===== config.mk =====
export PLATFORM = sky130hd
export DESIGN_NAME = countdown_mod_timer
export DESIGN_NICKNAME = d
export VERILOG_FILES = /design/src/rtl/counter_pkg.sv /design/src/rtl/tick_prescaler.sv /design/src/rtl/countdown_mod_timer.sv
export SDC_FILE = /design/constraint.sdc
export NUM_CORES = 1
export LEC_CHECK = 0
export ABC_CLOCK_PERIOD_IN_PS = 1700
export CORE_AREA = 4 4 41 43
export CTS_CLUSTER_SIZE = 28
export DETAILED_ROUTE_END_ITERATION = 8
export DIE_AREA = 0 0 45 47
export GPL_TIMING_DRIVEN = 0
export PLACE_DENSITY = 0.69
export SLEW_MARGIN = 20
export SYNTH_ARGS = -nofsm -noshare
export SYNTH_HDL_FRONTEND = slang
export SYNTH_SLANG_ARGS = --single-unit

===== constraint.sdc =====
create_clock -name clock -period 1.7 [get_ports clock]
set_clock_uncertainty 0.05 [all_clocks]
set_input_delay 0.34 -clock clock [delete_from_list [all_inputs] [get_ports clock]]
set_output_delay 0.34 -clock clock [all_outputs]
set_load 0.03 [all_outputs]

===== src/rtl/counter_pkg.sv =====
// Shared types for the countdown timer and related counter blocks.
package counter_pkg;

  typedef enum logic [1:0] {IDLE, RUN, DONE} timer_state_t;

endpackage


===== src/rtl/tick_prescaler.sv =====
// Divides enabled cycles into one tick every PRESCALE cycles; PRESCALE=1 gives tick = enable.
module tick_prescaler #(
  parameter int unsigned PRESCALE = 2
) (
  input  logic clock,
  input  logic reset,
  input  logic enable,
  input  logic clear,
  output logic tick
);

  localparam int unsigned CW = (PRESCALE > 1) ? $clog2(PRESCALE) : 1;
  localparam logic [CW-1:0] LAST = CW'(PRESCALE - 1);

  logic [CW-1:0] presc_q, presc_d;

  assign tick = enable & (presc_q == LAST);

  always_comb begin
    presc_d = presc_q;
    if (clear || tick) begin
      presc_d = '0;
    end else if (enable) begin
      presc_d = presc_q + 1'b1;
    end
  end

  always_ff @(posedge clock) begin
    if (reset) begin
      presc_q <= '0;
    end else begin
      presc_q <= presc_d;
    end
  end

endmodule


===== src/rtl/countdown_mod_timer.sv =====
// Mod-N down-counting timer with load clamp, prescaled ticks, borrow pulse and one-shot done.
module countdown_mod_timer
  import counter_pkg::*;
#(
  parameter int unsigned WIDTH    = 3,
  parameter int unsigned MODULUS  = 7,
  parameter int unsigned PRESCALE = 2
) (
  input  logic             clock,
  input  logic             reset,
  input  logic             enable,
  input  logic             start,
  input  logic             stop,
  input  logic             repeat_mode,
  input  logic [WIDTH-1:0] load_value,
  output logic [WIDTH-1:0] value,
  output logic             borrow,
  output logic             done,
  output logic             busy
);

  if ((64'd1 << WIDTH) < 64'(MODULUS) || MODULUS < 2 || PRESCALE < 1) begin : g_bad_params
    $error("countdown_mod_timer: need 2**WIDTH >= MODULUS >= 2 and PRESCALE >= 1");
  end

  localparam logic [WIDTH-1:0] MAX_VAL = WIDTH'(MODULUS - 1);

  timer_state_t     state_q, state_d;
  logic [WIDTH-1:0] value_q, value_d;
  logic             borrow_q, borrow_d;
  logic             tick, presc_clear;

  tick_prescaler #(
    .PRESCALE(PRESCALE)
  ) u_prescaler (
    .clock (clock),
    .reset (reset),
    .enable(enable & (state_q == RUN)),
    .clear (presc_clear),
    .tick  (tick)
  );

  // Priority: stop > start > tick.
  always_comb begin
    state_d  = state_q;
    value_d  = value_q;
    borrow_d = 1'b0;
    if (stop) begin
      state_d = IDLE;
    end else if (start) begin
      state_d = RUN;
      value_d = (load_value > MAX_VAL) ? MAX_VAL : load_value;
    end else begin
      case (state_q)
        RUN: begin
          if (tick) begin
            if (value_q != '0) begin
              value_d = value_q - 1'b1;
            end else begin
              borrow_d = 1'b1;
              if (repeat_mode) begin
                value_d = MAX_VAL;
              end else begin
                state_d = DONE;
              end
            end
          end
        end
        DONE:    state_d = IDLE;
        default: ;
      endcase
    end
    presc_clear = start | stop | (state_d != RUN);
  end

  always_ff @(posedge clock) begin
    if (reset) begin
      state_q  <= IDLE;
      value_q  <= '0;
      borrow_q <= 1'b0;
    end else begin
      state_q  <= state_d;
      value_q  <= value_d;
      borrow_q <= borrow_d;
    end
  end

  assign value  = value_q;
  assign borrow = borrow_q;
  assign done   = (state_q == DONE);
  assign busy   = (state_q == RUN);

endmodule


==> results.cfg <==
[drt]
wl_um = 971
first_pass_iters = 4
vias_per_cell = 5.390
vias = 442
ant_nets = 0
drc = 0
drt-initial-drc-count = 12
wire_per_inst_um = 11.84

[setup_path]
crit_path_end_kind = output pin
path_max_fanout = 4
path_class = flip-flop to output pin
r2r_setup_slack_ps = 60
cp_slowest_stage_delay_ps = 680
cp_num_buf_inv = 1
path_cells = clkdlybuf4s50_1
slowest_stage = clkdlybuf4s50_1
cp_top_family = buffers and inverters
cp.required_ps = 1310
arrival_ps = 1280
cp-start-kind = flip-flop

[global_routing]
overflow = 0
grt_pass1_vias = 422
grt_max_degree = 11
grt_pass1_wl_um = 1635
antenna_found_initial = 0
grtUsageTotal_pct = 11.07

[sta]
hold_ws_ps = 433.4
rsz0062_at_grt = no
setup_viol = 0
worst_pin_slew_ps = 358.2
finalMaxSlewViolations = 0
finalCritPeriodShare_pct = 98.42
setup_ws_ps = 26.82
setup_tns_ps = 0
fmax_mhz = 597.7
finalCriticalPeriod_ps = 1673
hold_viol = 0
slew_headroom_pct = 76.12

[yosys]
synth_area_um2 = 440.4
synth_nets = 64
ys.flop_type = dfxtp_1
post_synth_main_area_contributors = dfxtp_1 (32%), a211oi_1 (12%), ha_1 (11%)
netlist_instances = 51
synth.top_cell.area_share_pct = 31.82
async_flop_share_pct = 0
yosys_register_bits = 7
synth_edf_count = 0
synth_top_family_by_area = compound AO/OA/AOI/OAI gates
ys_top_cells_by_count = a211oi_1 (7), dfxtp_1 (7), inv_1 (5)
yosys.area_share.simple_pct = 21.88
seq_area_frac_synth_pct = 31.82
synthAdderAreaFrac_pct = 11.36
ys.warnings.count = 0
synth_cell_types = 25
synth-xor-area-share_pct = 0
synth_mux_area_share_pct = 0
synth-compound-area-share_pct = 28.69
synth_area_leader_cell = dfxtp_1
syn_avg_cell_area_um2 = 8.636

[clock_tree]
clock_sinks = 7
cts_tree = done
clk_pin_slew_ps = 50
ctsHoldBuffers = 0
htreeDepth = 1
root_buffer = clkbuf_4
insertion_delay_ps = 250
cts_buffers = 3
postCtsSetupBuffers = 0
cts_buffer_depth = 2

[placement]
placed_area_um2 = 590.6
dp_slack_ps = -144.3
io_buffers = 13
gp_congestion = 0.7715
place_inst = 79

[cells_and_area]
layout-drive-gt1-share_pct = 14.93
final_cell_area_um2 = 623.1
post-route-util_pct = 47.88
syn_to_final_growth_pct = 41.48
regArea_um2 = 141.4
nets = 81
num-fill-cells = 139
fin_cells = 82
num_antenna_cells = 0
multi_input_area_um2 = 292.8

[floorplanning]
die-height_um = 47
die_area_um2 = 2115
die_x_um = 45
start_util_pct = 33.85
ios = 15
core_um2 = 1301
num_rows = 13

[power]
power.density_nw_per_um2 = 679.0
power_uw = 423.1
peakVddDrop_uv = 320.1
p_leak_nw = 0.2565

[outcome]
status = completed

[run]
drv_cap = 0

[worst_hold_path]
hp-class = primary input to flip-flop
[placed cells by master (no fill, tap or decap)]
| cell | netlist | layout |
|---|---|---|
| clkdlybuf4s50_1 | 0 | 9 |
| dfxtp_1 | 7 | 6 |
| inv_1 | 5 | 5 |
| a211oi_1 | 7 | 5 |
| nor2_1 | 3 | 3 |
| ha_1 | 4 | 3 |
| clkbuf_4 | 0 | 3 |
| dlygate4sd2_1 | 0 | 3 |
| clkbuf_1 | 1 | 2 |
| nand2_1 | 2 | 2 |
| a21oi_1 | 2 | 2 |
| nor3_1 | 2 | 2 |
| and3b_1 | 2 | 2 |
| a211oi_2 | 0 | 2 |
| o31ai_1 | 2 | 1 |
| or3b_4 | 0 | 1 |
| and4b_1 | 1 | 1 |
| nor2b_1 | 1 | 1 |
| a21o_1 | 1 | 1 |
| a311oi_1 | 1 | 1 |
| nand2b_1 | 1 | 1 |
| nand3_1 | 1 | 1 |
| or3_1 | 1 | 1 |
| o31ai_2 | 0 | 1 |
| nand3b_1 | 1 | 1 |
| o221ai_1 | 1 | 1 |
| a21boi_0 | 1 | 1 |
| o21bai_1 | 1 | 1 |
| a32oi_1 | 1 | 1 |
| ha_2 | 0 | 1 |
| clkbuf_2 | 1 | 1 |
| dfxtp_2 | 0 | 1 |
[final timing paths]
| kind | from | to | cells past startpoint |
|---|---|---|---|
| worst min-delay path | start | state_q[0] | 3 |
| worst max register to register | value[0] | value[2] | 5 |
| worst min register to register | state_q[0] | u_prescaler.presc_q | 2 |
| worst max-delay path | value[0] | value[0] | 1 |
[state kept, by name (all words and copies together) (netlist names)]
signal and cells:
value 3, state_q 2, borrow 1, u_prescaler.presc_q 1
[routing by layer]
layer	share of wire (%)	GRT usage [%]	wire length, µm	up-vias
li1	-	-	-	226
met1	47	14.35	461	194
met2	41	14.97	400	20
met3	9.0	1.149	87	2
met4	2.2	12.28	21	0
met5	0	0	0	-
[kinds of logic after synthesis]
| group | after synthesis |
|---|---|
| adders and majority gates | 4 |
| and+or+nand+nor | 16 |
| AOI/OAI and AO/OA | 17 |
| buffers and inverters | 7 |
| DFF | 7 |
[layout make-up]
cell class / count / share of cell area [%]
plain buffers: 1 / 0.6024
clock buffers: 4 / 4.217
inverters: 5 / 3.012
multi-input cells: 37 / 46.99
flip-flops and latches: 7 / 22.69
well taps: 15 / 3.012
repair buffers: 13 / 19.48
[repair_timing]
item	in CTS	in global routing
endpoints found under the setup margin	5	6
gates resized for setup	4	7
pin swaps	1	1
[report_power, final]
part / leakage (nW) / total, mW / switching, mW / internal [mW]
clock network: 0.0150 / 0.145 / 0.0553 / 0.0892
logic: 0.184 / 0.101 / 0.0541 / 0.0467
registers: 0.0575 / 0.178 / 0.00674 / 0.171
Note: power is estimated with default switching activity, not from simulation.
==> RTL edit (same flow settings) <==
Remove the register `borrow_q`: a continuous assignment takes its place, so the output `borrow` follows one clock earlier.
--- a/src/rtl/countdown_mod_timer.sv
+++ b/src/rtl/countdown_mod_timer.sv
@@ -79,3 +79,2 @@
       value_q  <= '0;
-      borrow_q <= 1'b0;
     end else begin
@@ -83,5 +82,6 @@
       value_q  <= value_d;
-      borrow_q <= borrow_d;
     end
   end
+
+  assign borrow_q = borrow_d;
 
Behaviour: not the same (a bounded check fails within 4 cycles, from zero or initial values and one cycle with reset high).
==> RTL edit against the original RTL <==
Power down 2.7%. Largest power group unchanged. Non-clock buffer count up 2. Cell area up 5.8%. Combinational power up 19%. Area after synthesis down 8.8%. Critical path type unchanged. Setup slack worse by 0.012 ns. Largest cell class unchanged. Hold slack worse by 0.0096 ns. Die area unchanged. Sequential cell count down 1. Routed wire length up 14%. First-iteration DRC count down 58%.
==> RTL edit: results <==
export IMPL_synth_nets=61
export IMPL_min_path_cells=1
export IMPL_p_leak_nw=0.2741
export IMPL_clockBufferDepth=2
export IMPL_clk_latency_ns=0.25
export IMPL_place_area_sq_um=579.3
export IMPL_yosysSeqAreaShare=0.2991
export IMPL_num_vias=427
export IMPL_crit_slowest_cell="dfxtp_2"
export IMPL_grt_pass1_wl_um=1766
export IMPL_grt_use_total=0.1220
export IMPL_crit_fanout=3
export IMPL_largest_reg_flops=3
export IMPL_cp_arrival_ns=1.29
export IMPL_crit_family="flip-flops"
export IMPL_antenna_found_initial=0
export IMPL_numPortBuffers=13
export IMPL_status="complete, no violations"
export IMPL_cts_root_buf="clkbuf_4"
export IMPL_drtIter0Drc=5
export IMPL_gp_congestion=0.7214
export IMPL_dp_cells=76
export IMPL_setup_viol_count_final=0
export IMPL_synthTopCellsByCount="6 x a211oi_1, 6 x dfxtp_1, 5 x inv_1, 4 x ha_1"
export IMPL_yosys_warnings=0
export IMPL_min_from="state_q[1]"
export IMPL_ys_flop_type="dfxtp_1"
export IMPL_grt_max_degree=11
export IMPL_synth_area_leaders="dfxtp_1 30%, ha_1 12%, a211oi_1 11%, inv_1 4.7%, a21oi_1 3.7%"
export IMPL_slowest_delay_ns=0.33
export IMPL_grt_pass1_vias=413
export IMPL_htree_levels=1
export IMPL_drive_above_1_share=0.3077
export IMPL_worst_slew_pin_slew_ns=0.4374
export IMPL_crit_start="value[1]"
export IMPL_syn_area_per_cell_sq_um=8.367
export IMPL_antenna_cells=0
export IMPL_rows=13
export IMPL_via_per_inst=5.338
export IMPL_ys_types=26
export IMPL_peakVddDrop_v=0.0004081
export IMPL_dp_hpwl_um=766.2
export IMPL_routed_wirelength_um=1104
export IMPL_nNetsFinal=80
export IMPL_min_path_type="flop to flop"
export IMPL_dr_pass1_iters=2
export IMPL_numCtsBuffers=3
export IMPL_r2r_cells=6
export IMPL_path_clk_slew_ns=0.05
export IMPL_synth_async_reset_ratio=0
==> RTL edit: cell count changes in the layout (fill, tap and decap cells not counted), sizes merged, moves of 2 or more <==
cell           change
clkdlybuf4s50      -3
dlymetal6s2s       +2
buf                +3
clkbuf             -2
and3b              -2
==> RTL edit: logic make-up (layout without fill, tap and decap cells) <==
family	Yosys count	after routing	synth area share
and+or+nand+nor	15	15	0.2212
adders and majority gates	4	4	0.1246
xor gates and xnor gates	1	1	0.02181
buffers and inverters	7	24	0.06852
AOI/OAI and AO/OA	15	15	0.2648
DFF	6	6	0.2991
==> RTL edit: worst paths after layout <==
kind / endpoint / slack, ns
min: u_prescaler.presc_q / 0.42
min reg2reg: u_prescaler.presc_q / 0.42
max reg2reg: value[2] / 0.07
max: borrow / 0.02
==> RTL edit: cell type report <==
cell class / instances / area (sq um)
Multi-Input combinational cell: 35 / 322.8
Buffer: 2 / 8.758
Tap cell: 15 / 18.77
Fill cell: 132 / 641.9
Clock buffer: 3 / 22.52
Sequential cell: 6 / 126.4
Inverter: 5 / 21.27
Timing Repair Buffer: 14 / 138.9
==> RTL edit: per-stage QoR <==
stage / worst slack, ns / total power [W]
4_1_cts: -0.06740 / 0.0003978
2_1_floorplan: 0.01519 / 0.0002161
6_report: 0.01510 / 0.0004115
3_3_place_gp: -0.6685 / 0.0002575
5_1_grt: -0.06805 / 0.0004431
3_5_place_dp: -0.6786 / 0.0002584
==> RTL edit: power breakdown <==
group          switching (W)  total (W)  internal (W)
clock              0.0000560   0.000136     0.0000802
combinational      0.0000628   0.000120     0.0000568
sequential        0.00000824   0.000156      0.000148
==> RTL edit: timing repair <==
| item | in CTS | in global routing |
|---|---|---|
| buffers inserted | 0 | 1 |
| setup endpoints to repair | 4 | 8 |
| gates resized for setup | 13 | 14 |
| pin swaps | 0 | 2 |
==> RTL edit: routing by layer <==
layer | share of wire | vias to the layer above | global-route usage | routed length, um
li1 | - | 216 | - | -
met1 | 0.41 | 192 | 0.1307 | 454
met2 | 0.48 | 15 | 0.1893 | 527
met3 | 0.096 | 4 | 0.08046 | 106
met4 | 0.015 | 0 | 0.05263 | 17
met5 | 0 | - | 0 | 0
